===== src/rtl/tft_pkg.sv =====
// Shared encodings for the TFT command/pixel sequencer: init ROM kinds,
// MIPI DCS command bytes and the sequencer state set.
package tft_pkg;

    typedef enum logic [1:0] {
        K_CMD   = 2'b00,
        K_DATA  = 2'b01,
        K_DELAY = 2'b10,
        K_END   = 2'b11
    } rom_kind_t;

    localparam logic [7:0] DCS_SWRESET = 8'h01;
    localparam logic [7:0] DCS_SLPOUT  = 8'h11;
    localparam logic [7:0] DCS_COLMOD  = 8'h3A;
    localparam logic [7:0] DCS_MADCTL  = 8'h36;
    localparam logic [7:0] DCS_DISPON  = 8'h29;
    localparam logic [7:0] DCS_CASET   = 8'h2A;
    localparam logic [7:0] DCS_RASET   = 8'h2B;
    localparam logic [7:0] DCS_RAMWR   = 8'h2C;

    localparam int unsigned ROM_AW = 4;

    typedef enum logic [3:0] {
        ST_RST_LOW,
        ST_RST_WAIT,
        ST_INIT,
        ST_DELAY,
        ST_IDLE,
        ST_WINDOW,
        ST_PIX_REQ,
        ST_PIX_HI,
        ST_PIX_LO,
        ST_PIX_NEXT,
        ST_SEND_PULSE,
        ST_SEND_ACK,
        ST_SEND_WAIT
    } fw_state_t;

    function automatic logic [9:0] rom_entry(input rom_kind_t kind, input logic [7:0] val);
        return {kind, val};
    endfunction

endpackage


===== src/rtl/tft_init_rom.sv =====
// Panel init list: commands, parameters and millisecond delays, ending in END.
module tft_init_rom
    import tft_pkg::*;
(
    input  logic [ROM_AW-1:0] addr,
    output logic [9:0]        entry
);

    always_comb begin
        entry = rom_entry(K_END, 8'h00);
        case (addr)
            4'd0:    entry = rom_entry(K_CMD,   DCS_SWRESET);
            4'd1:    entry = rom_entry(K_DELAY, 8'd150);
            4'd2:    entry = rom_entry(K_CMD,   DCS_SLPOUT);
            4'd3:    entry = rom_entry(K_DELAY, 8'd120);
            4'd4:    entry = rom_entry(K_CMD,   DCS_COLMOD);
            4'd5:    entry = rom_entry(K_DATA,  8'h55);
            4'd6:    entry = rom_entry(K_CMD,   DCS_MADCTL);
            4'd7:    entry = rom_entry(K_DATA,  8'h48);
            4'd8:    entry = rom_entry(K_CMD,   DCS_DISPON);
            4'd9:    entry = rom_entry(K_DELAY, 8'd20);
            default: entry = rom_entry(K_END,   8'h00);
        endcase
    end

endmodule


===== src/rtl/tft_frame_writer.sv =====
// TFT sequencer: panel reset, init ROM playback, then full-screen window
// setup and RGB565 pixel streaming into the byte-level SPI serializer.
module tft_frame_writer
    import tft_pkg::*;
#(
    parameter int unsigned WIDTH         = 240,
    parameter int unsigned HEIGHT        = 320,
    parameter int unsigned CYCLES_PER_MS = 1000,
    parameter int unsigned RST_LOW_MS    = 10,
    parameter int unsigned RST_WAIT_MS   = 120
) (
    input  logic        clk,
    input  logic        global_reset_n,
    input  logic        enable,
    input  logic        spi_busy,
    output logic [7:0]  spi_data,
    output logic        spi_dc,
    output logic        spi_transmit,
    output logic        tft_rst_n,
    output logic [15:0] pix_x,
    output logic [15:0] pix_y,
    output logic        pix_ready,
    input  logic [15:0] pix_data,
    input  logic        pix_valid,
    output logic        init_done,
    output logic        frame_done
);

    localparam int unsigned PRE_W = (CYCLES_PER_MS > 1) ? $clog2(CYCLES_PER_MS) : 1;
    localparam logic [PRE_W-1:0] PRE_MAX = PRE_W'(CYCLES_PER_MS - 1);
    localparam logic [15:0] X_MAX = 16'(WIDTH - 1);
    localparam logic [15:0] Y_MAX = 16'(HEIGHT - 1);
    localparam logic [3:0]  WIN_BYTES = 4'd11;

    fw_state_t         state, state_d, ret_state, ret_d;
    logic [ROM_AW-1:0] rom_ptr, rom_ptr_d;
    logic [9:0]        rom_q;
    rom_kind_t         rom_kind;
    logic [7:0]        ms_left, ms_left_d;
    logic [PRE_W-1:0]  pre, pre_d;
    logic [3:0]        widx, widx_d;
    logic [15:0]       pix_lat, pix_lat_d;
    logic [7:0]        data_d;
    logic              dc_d;
    logic [15:0]       pix_x_d, pix_y_d;
    logic              init_done_d, frame_done_d;
    logic              ms_tick, timer_done;
    logic [8:0]        win_byte;

    tft_init_rom u_rom (
        .addr  (rom_ptr),
        .entry (rom_q)
    );

    assign rom_kind = rom_kind_t'(rom_q[9:8]);

    assign spi_transmit = (state == ST_SEND_PULSE);
    assign tft_rst_n    = (state != ST_RST_LOW);
    assign pix_ready    = (state == ST_PIX_REQ);

    // Shared ms timer: ms_left counts down once per CYCLES_PER_MS cycles.
    assign ms_tick    = (pre == PRE_MAX);
    assign timer_done = (ms_left == 8'd0) || ((ms_left == 8'd1) && ms_tick);

    always_comb begin
        win_byte = {1'b0, DCS_RAMWR};
        case (widx)
            4'd0:    win_byte = {1'b0, DCS_CASET};
            4'd1:    win_byte = 9'h100;
            4'd2:    win_byte = 9'h100;
            4'd3:    win_byte = {1'b1, X_MAX[15:8]};
            4'd4:    win_byte = {1'b1, X_MAX[7:0]};
            4'd5:    win_byte = {1'b0, DCS_RASET};
            4'd6:    win_byte = 9'h100;
            4'd7:    win_byte = 9'h100;
            4'd8:    win_byte = {1'b1, Y_MAX[15:8]};
            4'd9:    win_byte = {1'b1, Y_MAX[7:0]};
            default: win_byte = {1'b0, DCS_RAMWR};
        endcase
    end

    always_comb begin
        state_d      = state;
        ret_d        = ret_state;
        rom_ptr_d    = rom_ptr;
        ms_left_d    = ms_left;
        pre_d        = pre;
        widx_d       = widx;
        pix_lat_d    = pix_lat;
        data_d       = spi_data;
        dc_d         = spi_dc;
        pix_x_d      = pix_x;
        pix_y_d      = pix_y;
        init_done_d  = init_done;
        frame_done_d = 1'b0;

        if (state == ST_RST_LOW || state == ST_RST_WAIT || state == ST_DELAY) begin
            pre_d = ms_tick ? '0 : pre + 1'b1;
            if (ms_tick && ms_left != 8'd0)
                ms_left_d = ms_left - 8'd1;
        end

        case (state)
            ST_RST_LOW: begin
                if (timer_done) begin
                    state_d   = ST_RST_WAIT;
                    ms_left_d = 8'(RST_WAIT_MS);
                    pre_d     = '0;
                end
            end
            ST_RST_WAIT: begin
                if (timer_done) begin
                    state_d   = ST_INIT;
                    rom_ptr_d = '0;
                end
            end
            ST_INIT: begin
                case (rom_kind)
                    K_CMD, K_DATA: begin
                        if (!spi_busy) begin
                            data_d    = rom_q[7:0];
                            dc_d      = (rom_kind == K_DATA);
                            ret_d     = ST_INIT;
                            state_d   = ST_SEND_PULSE;
                            rom_ptr_d = rom_ptr + 1'b1;
                        end
                    end
                    K_DELAY: begin
                        rom_ptr_d = rom_ptr + 1'b1;
                        if (rom_q[7:0] != 8'd0) begin
                            ms_left_d = rom_q[7:0];
                            pre_d     = '0;
                            state_d   = ST_DELAY;
                        end
                    end
                    default: begin
                        init_done_d = 1'b1;
                        state_d     = ST_IDLE;
                    end
                endcase
            end
            ST_DELAY: begin
                if (timer_done)
                    state_d = ST_INIT;
            end
            ST_IDLE: begin
                widx_d = '0;
                if (enable)
                    state_d = ST_WINDOW;
            end
            ST_WINDOW: begin
                if (widx == WIN_BYTES) begin
                    state_d = ST_PIX_REQ;
                    pix_x_d = '0;
                    pix_y_d = '0;
                end else if (!spi_busy) begin
                    data_d  = win_byte[7:0];
                    dc_d    = win_byte[8];
                    ret_d   = ST_WINDOW;
                    state_d = ST_SEND_PULSE;
                    widx_d  = widx + 1'b1;
                end
            end
            ST_PIX_REQ: begin
                if (pix_valid) begin
                    pix_lat_d = pix_data;
                    state_d   = ST_PIX_HI;
                end
            end
            ST_PIX_HI: begin
                if (!spi_busy) begin
                    data_d  = pix_lat[15:8];
                    dc_d    = 1'b1;
                    ret_d   = ST_PIX_LO;
                    state_d = ST_SEND_PULSE;
                end
            end
            ST_PIX_LO: begin
                if (!spi_busy) begin
                    data_d  = pix_lat[7:0];
                    dc_d    = 1'b1;
                    ret_d   = ST_PIX_NEXT;
                    state_d = ST_SEND_PULSE;
                end
            end
            ST_PIX_NEXT: begin
                state_d = ST_PIX_REQ;
                if (pix_x == X_MAX) begin
                    pix_x_d = '0;
                    if (pix_y == Y_MAX) begin
                        pix_y_d      = '0;
                        frame_done_d = 1'b1;
                        state_d      = ST_IDLE;
                    end else begin
                        pix_y_d = pix_y + 16'd1;
                    end
                end else begin
                    pix_x_d = pix_x + 16'd1;
                end
            end
            ST_SEND_PULSE: state_d = ST_SEND_ACK;
            // Serializer busy is registered and lags the pulse by one cycle.
            ST_SEND_ACK:   state_d = ST_SEND_WAIT;
            ST_SEND_WAIT: begin
                if (!spi_busy)
                    state_d = ret_state;
            end
            default: state_d = ST_RST_LOW;
        endcase
    end

    always_ff @(posedge clk or negedge global_reset_n) begin
        if (!global_reset_n) begin
            state      <= ST_RST_LOW;
            ret_state  <= ST_INIT;
            rom_ptr    <= '0;
            ms_left    <= 8'(RST_LOW_MS);
            pre        <= '0;
            widx       <= '0;
            pix_lat    <= '0;
            spi_data   <= '0;
            spi_dc     <= 1'b0;
            pix_x      <= '0;
            pix_y      <= '0;
            init_done  <= 1'b0;
            frame_done <= 1'b0;
        end else begin
            state      <= state_d;
            ret_state  <= ret_d;
            rom_ptr    <= rom_ptr_d;
            ms_left    <= ms_left_d;
            pre        <= pre_d;
            widx       <= widx_d;
            pix_lat    <= pix_lat_d;
            spi_data   <= data_d;
            spi_dc     <= dc_d;
            pix_x      <= pix_x_d;
            pix_y      <= pix_y_d;
            init_done  <= init_done_d;
            frame_done <= frame_done_d;
        end
    end

endmodule


===== config.mk =====
export PLATFORM = sky130hd
export DESIGN_NAME = tft_frame_writer
export DESIGN_NICKNAME = d
export VERILOG_FILES = /design/src/rtl/tft_pkg.sv /design/src/rtl/tft_init_rom.sv /design/src/rtl/tft_frame_writer.sv
export SDC_FILE = /design/constraint.sdc
export NUM_CORES = 1
export LEC_CHECK = 0
export CORE_ASPECT_RATIO = 0.8
export CORE_MARGIN = 5
export CORE_UTILIZATION = 52
export DETAILED_ROUTE_END_ITERATION = 16
export GPL_ROUTABILITY_DRIVEN = 0
export GPL_TIMING_DRIVEN = 0
export PLACE_DENSITY = 0.73
export SLEW_MARGIN = 20
export SYNTH_ARGS = -nofsm -noshare
export SYNTH_HDL_FRONTEND = slang
export SYNTH_HIERARCHICAL = 1
export SYNTH_SLANG_ARGS = --single-unit

===== constraint.sdc =====
create_clock -name clk -period 5.2 [get_ports clk]
set_input_delay 1.3 -clock clk [delete_from_list [all_inputs] [get_ports clk]]
set_output_delay 1.3 -clock clk [all_outputs]
set_load 0.01 [all_outputs]

* Yosys cells after proc, flatten, opt, wreduce, memory -nomap -nowiden
Memory sizes are Yosys's and may differ from the RTL's. Cells that the tools add are included.
Operators by class: add/subtract/negate cells 6, eq/ne operators 37, mux-type cells 60, bitwise operators 1, reductions and logical operators 29
Operators with widths (count):
- 2-to-1 mux 8 bit | 11
- 2-to-1 mux 4 bit | 18
- 2-to-1 mux 16 bit | 4
- case mux 16 bit (2 select lines) | 2
- 2-to-1 mux 10 bit | 5
- case mux 4 bit (11 select lines) | 1
- adder 16 x 1 -> 16 bit (second input constant) | 2
- case mux 4 bit (2 select lines) | 4
- case mux 8 bit (4 select lines) | 1
- equality test 4 bit (second input constant) | 6
- inequality test 2 bit (second input constant) | 12
- case mux 10 bit (2 select lines) | 1
- equality test 16 x 8 -> 1 bit (second input constant) | 1
- equality test 16 x 9 -> 1 bit (second input constant) | 1
- equality test 4 x 3 -> 1 bit (second input constant) | 4
- case mux 4 bit (4 select lines) | 1
- case mux 8 bit (2 select lines) | 1
- nonzero test 8 bit | 2
- AND reduction 6 bit | 2
- adder 10 x 1 -> 10 bit (second input constant) | 1
- equality test 10 bit (second input constant) | 1
- adder 4 x 1 -> 4 bit (second input constant) | 2
- equality test 4 x 2 -> 1 bit (second input constant) | 2
- equality test 8 x 1 -> 1 bit (second input constant) | 1
- other kinds (25) | 47
Word-level totals: register bits 93, bits in read-only memories 304, bits of input ports 21, memories 2
Memory list:
- (name not given) | words 16, width 10, read ports 1, clocked after Yosys merged registers in 0, wr ports 0, RTL line tft_init_rom.sv:11 | case (addr)
- (name not given) | words 16, width 9, read ports 1, clocked after Yosys merged registers in 0, wr ports 0, RTL line tft_frame_writer.sv:67 | case (widx)

* Longest topological paths before layout
depth in word-level cells 7, depth in mapped cells 10, gate-level depth less buffers 10

* Hierarchy
Netlist, hierarchy kept.
Modules (own cells, without submodules):
- tft_frame_writer | instances 1, cells an instance 597, area an instance 5459.0 um^2, seq. area each 2331.0 um^2
- tft_init_rom | instances 1, cells an instance 37, area an instance 261.5 um^2, seq. area each 0.0 um^2

* Worst setup path after synthesis
Ideal clock, no wire load.
path type input-to-reg, start point input port spi_busy, end point register state[1], library setup time 0.123 ns, arrival time 2.566 ns, path slack 2.511 ns, stages 6, cell sequence clkbuf_1 -> inv_1 -> or3_1 -> a311o_1 -> a2111oi_4 -> o2bb2ai_2
Between the ends: cells in the longest elaborated chain, start to end 3, elaborated cells on any way between the ends 6, classes of those cells eq/ne (1); mux (4); reduce/logical (1)
RTL lines:
- start: declaration | RTL line tft_frame_writer.sv:15 | input logic spi_busy,
- 2-to-1 mux 4 bit
- case mux 4 bit (2 select lines) or 2-to-1 mux 4 bit (tied branches)
- case mux 4 bit (11 select lines)
- end signal: assignment | RTL line tft_frame_writer.sv:228 | state <= state_d;
- end: declaration | RTL line tft_frame_writer.sv:35 | fw_state_t state, state_d, ret_state, ret_d;
Several ways; a longest one is shown, not always the timed one. A chain may end at the register's enable or synchronous reset.

* Worst setup path after layout
start point register state[0], end point output port pix_ready
Between the ends: cells in the longest elaborated chain, start to end 1
RTL lines:
- equality test 4 x 3 -> 1 bit | RTL line tft_frame_writer.sv:59 | assign pix_ready = (state == ST_PIX_REQ);
- end: declaration | RTL line tft_frame_writer.sv:22 | output logic pix_ready,
Every way passes these cells.

==> metrics.txt <==
# TYPE chip_impl_metric gauge
chip_impl_metric{name="antenna-diode-count",unit=""} 0
chip_impl_info{name="setup.worst_path.class",value="reg -> out"} 1
chip_impl_metric{name="die_h",unit="µm"} 104
chip_impl_metric{name="cp.required",unit="ns"} 3.90
chip_impl_info{name="synth_most_common_cell",value="dfrtp_1"} 1
chip_impl_metric{name="max_clock_freq",unit="MHz"} 284
chip_impl_info{name="critical_path.reg2reg.endpoint",value="pre[3]$_DFF_PN0_"} 1
chip_impl_metric{name="timing_hold_violations_final",unit=""} 0
chip_impl_metric{name="clk_pin_slew",unit="ns"} 0.06
chip_impl_metric{name="yosysSeqAreaShare",unit=""} 0.407
chip_impl_metric{name="drc",unit=""} 0
chip_impl_metric{name="cts_sinks",unit=""} 93
chip_impl_info{name="synth_area_leader_cell",value="dfrtp_1"} 1
chip_impl_metric{name="yosys.area.top_type_share",unit=""} 0.394
chip_impl_metric{name="clock_latency",unit="ns"} 0.35
chip_impl_info{name="crit_end",value="pix_ready"} 1
chip_impl_metric{name="max-slew-margin-rel",unit=""} 0.469
chip_impl_info{name="tritoncts",value="built"} 1
chip_impl_info{name="hold_class",value="reg -> reg"} 1
chip_impl_metric{name="grt_first_pass_wirelength",unit="µm"} 24900
chip_impl_metric{name="core_area",unit="µm²"} 10800
chip_impl_info{name="startpoint",value="state[0]$_DFFE_PN0P_"} 1
chip_impl_info{name="outcome",value="finished, final reports clean"} 1
chip_impl_metric{name="grt_use_met3",unit=""} 0.0499
chip_impl_metric{name="finalSetupViolations",unit=""} 0
chip_impl_metric{name="grt_antenna_before_repair",unit=""} 0
chip_impl_metric{name="setup_slack_on_the_worst_flop_to_flop_path",unit="ns"} 2.21
chip_impl_metric{name="total_power",unit="mW"} 3.33
chip_impl_metric{name="max-cap-violations",unit=""} 0
chip_impl_metric{name="netlist_instances",unit=""} 634
chip_impl_metric{name="antenna_left",unit=""} 0
chip_impl_info{name="timing.hold.worst.start",value="spi_data[0]$_DFFE_PN0P_"} 1
chip_impl_info{name="synthTopCellsByCount",value="dfrtp_1, nand2_1, o21ai_0, nor2_1, a21oi_1"} 1
chip_impl_metric{name="htree_levels",unit=""} 3
chip_impl_info{name="grt.busiest_layer",value="met2"} 1
chip_impl_metric{name="route.vias.total",unit=""} 5222
chip_impl_info{name="synth_top_flop_cell",value="dfrtp_1"} 1
chip_impl_metric{name="detail_route.wirelength",unit="µm"} 15000
chip_impl_metric{name="pin_count",unit=""} 67
chip_impl_metric{name="register_area",unit="µm²"} 2330
chip_impl_metric{name="port_buffers",unit=""} 65
chip_impl_metric{name="fillCellCount",unit=""} 942
chip_impl_metric{name="asyncSetResetFlopFracSynth",unit=""} 1.00
chip_impl_metric{name="start_util",unit=""} 0.529
chip_impl_metric{name="globalRouteMet1Util",unit=""} 0.335
chip_impl_metric{name="finalNetCount",unit=""} 749
chip_impl_metric{name="max_slew.worst_pin.slew",unit="ns"} 0.788
chip_impl_info{name="critical_path.startpoint_type",value="flop"} 1
chip_impl_metric{name="grt_max_degree",unit=""} 72
chip_impl_metric{name="number_of_detailed_routing_iterations_run_before_antenna_repair",unit=""} 7
chip_impl_metric{name="peakVddDrop",unit="mV"} 0.246
chip_impl_metric{name="synthesis.yosys.warnings",unit=""} 6
chip_impl_metric{name="met2_routing_resource_usage_after_global_routing",unit=""} 0.341
chip_impl_metric{name="critPathArrivalTime",unit="ns"} 2.22
chip_impl_info{name="synthTopCellsByArea",value="dfrtp_1, o21ai_0, nand2_1"} 1
chip_impl_info{name="rsz0062_at_grt",value="no"} 1
chip_impl_metric{name="drive_gt1_frac",unit=""} 0.0896
chip_impl_metric{name="grt_pass1_vias",unit=""} 4865
chip_impl_metric{name="flow.area_growth_from_synthesis",unit="%"} 19.7
chip_impl_info{name="crit-reg2reg-launch",value="rom_ptr[0]$_DFFE_PN0P_"} 1
chip_impl_metric{name="die_area",unit="µm²"} 13200
chip_impl_metric{name="synthDistinctLibCells",unit=""} 81
chip_impl_metric{name="rows",unit=""} 34
chip_impl_metric{name="cts.repair.resized",unit=""} 0
chip_impl_metric{name="avgViaCountPerCell",unit=""} 6.09
chip_impl_metric{name="post-dp-hpwl",unit="µm"} 10800
chip_impl_metric{name="postSynthRegisterBits",unit=""} 93
chip_impl_metric{name="fin_setup_tns",unit="ns"} 0
chip_impl_metric{name="report.final.slew_viol_count",unit=""} 0
chip_impl_metric{name="globalRoute.totalOverflow",unit=""} 0
chip_impl_metric{name="clockBufferDepth",unit=""} 2
chip_impl_metric{name="finalClockSkew",unit="ns"} 0.00636
chip_impl_metric{name="die_x",unit="µm"} 127
chip_impl_metric{name="numCtsBuffers",unit=""} 9
chip_impl_metric{name="finalCritPeriodShare",unit=""} 0.676
chip_impl_metric{name="layout.cells.non_filler",unit=""} 858
chip_impl_info{name="clockRootBuffer",value="clkbuf_16"} 1
chip_impl_metric{name="postCtsSetupRepairBufs",unit=""} 0
chip_impl_metric{name="min_period",unit="ns"} 3.52
chip_impl_metric{name="cts-hold-fix-buffers",unit=""} 0
chip_impl_metric{name="cellPowerDensity",unit="nW/µm²"} 486
chip_impl_metric{name="gr-usage-all-layers",unit=""} 0.227
chip_impl_info{name="cp-end-kind",value="output port"} 1
chip_impl_metric{name="place.detailed.instances",unit=""} 844
chip_impl_metric{name="syn_avg_cell_area",unit="µm²"} 9.02
chip_impl_metric{name="rr_worst_depth",unit=""} 9
chip_impl_metric{name="route.detailed.wl_per_inst",unit="µm"} 17.4
chip_impl_metric{name="drt-initial-drc-count",unit=""} 472
chip_impl_metric{name="holdPathStages",unit=""} 2
chip_impl_metric{name="synth_fp_nets",unit=""} 672
chip_impl_metric{name="multi_input_area",unit="µm²"} 3160
chip_impl_metric{name="timing.critical_path.fanout_max",unit=""} 10
chip_impl_metric{name="whs",unit="ns"} 0.482
chip_impl_metric{name="leakagePower",unit="nW"} 2.77
chip_impl_metric{name="syn-cell-area",unit="µm²"} 5720
chip_impl_metric{name="synth_enable_flop_cells",unit=""} 0
==> cells by family after synthesis <==
logic type | Yosys count | synth area share
AND/OR/NAND/NOR | 262 | 0.246
AO/OA/AOI/OAI | 161 | 0.189
flip-flops | 93 | 0.407
buffers and inverters | 55 | 0.0409
multiplexers | 27 | 0.0510
XOR/XNOR | 19 | 0.0291
adder cells (fa/ha/maj) | 17 | 0.0372
==> power by group <==
part           switching, mW  leakage, nW  total [mW]  internal (mW)
Clock                  0.268        0.128       0.614          0.345
Combinational          0.949         1.41        1.61          0.662
Sequential             0.174         1.23        1.11          0.931
Total                   1.39         2.77        3.33           1.94
==> flip-flops by register name (all words and copies together), names as in the netlist, 4 cells and up <==
signal,flops
ms_left,8
pix_lat,16
pix_x,16
pix_y,16
pre,10
ret_state,4
rom_ptr,4
spi_data,8
state,4
widx,4
==> final cells by class <==
cell class | instances | area share
timing repair buffer | 66 | 0.0992
clock inverter | 1 | 0.00110
inverter | 25 | 0.0141
buffer | 30 | 0.0201
sequential | 93 | 0.340
multi-input combinational | 486 | 0.461
clock buffer | 13 | 0.0380
tap | 144 | 0.0263
==> critical path, cell delays in order, from the launching register on <==
cell and delay, ns:
dfrtp_1 0.39, buf_2 0.19, nand2b_1 0.15, clkbuf_1 0.24, nor2_1 0.31, clkdlybuf4s50_1 0.60
==> routing by layer <==
metal / vias to the layer above / wire (µm)
met5: - / 0
met4: 0 / 212
met3: 24 / 1020
met2: 201 / 6800
met1: 2517 / 6920
li1: 2480 / -
==> metrics by stage <==
stage	utilization	cell area, µm²	worst slack [ns]
after global placement	0.606	6550	-0.640
after global routing	0.634	6850	1.59
after detailed placement	0.609	6580	2.08
after CTS	0.634	6850	1.68
after floorplan	-	5720	2.51
final	0.634	6850	1.68
==> cell usage in the layout (no fill, tap or decap), types with 6 or more instances in the layout <==
cell type        count
a31oi_1             10
and3_1               7
clkbuf_1            17
nand3_1             26
mux2i_1             10
dfrtp_1             90
a21oi_1             30
buf_2               11
nor3_1              18
mux2_2              17
o211ai_1             6
clkdlybuf4s50_1     64
o41ai_1              6
clkbuf_16            9
a21o_1               9
xor2_1              11
xnor2_1              8
or3_1               10
nor2_1              51
nand2b_1            16
inv_1               24
nand2_1             63
ha_1                17
o21ai_0             54
nand4_1             13
nor4_1              15
==> worst min path at each step <==
stage / to / slack, ns
2_1_floorplan: ret_state[3]$_DFFE_PN0P_ / 0.44
6_report: spi_data[0]$_DFFE_PN0P_ / 0.48
3_3_place_gp: ret_state[3]$_DFFE_PN0P_ / 0.47
5_1_grt: ret_state[3]$_DFFE_PN0P_ / 0.52
3_5_place_dp: spi_data[0]$_DFFE_PN0P_ / 0.47
4_1_cts: spi_data[0]$_DFFE_PN0P_ / 0.48
(Power assumes the default switching activity.)
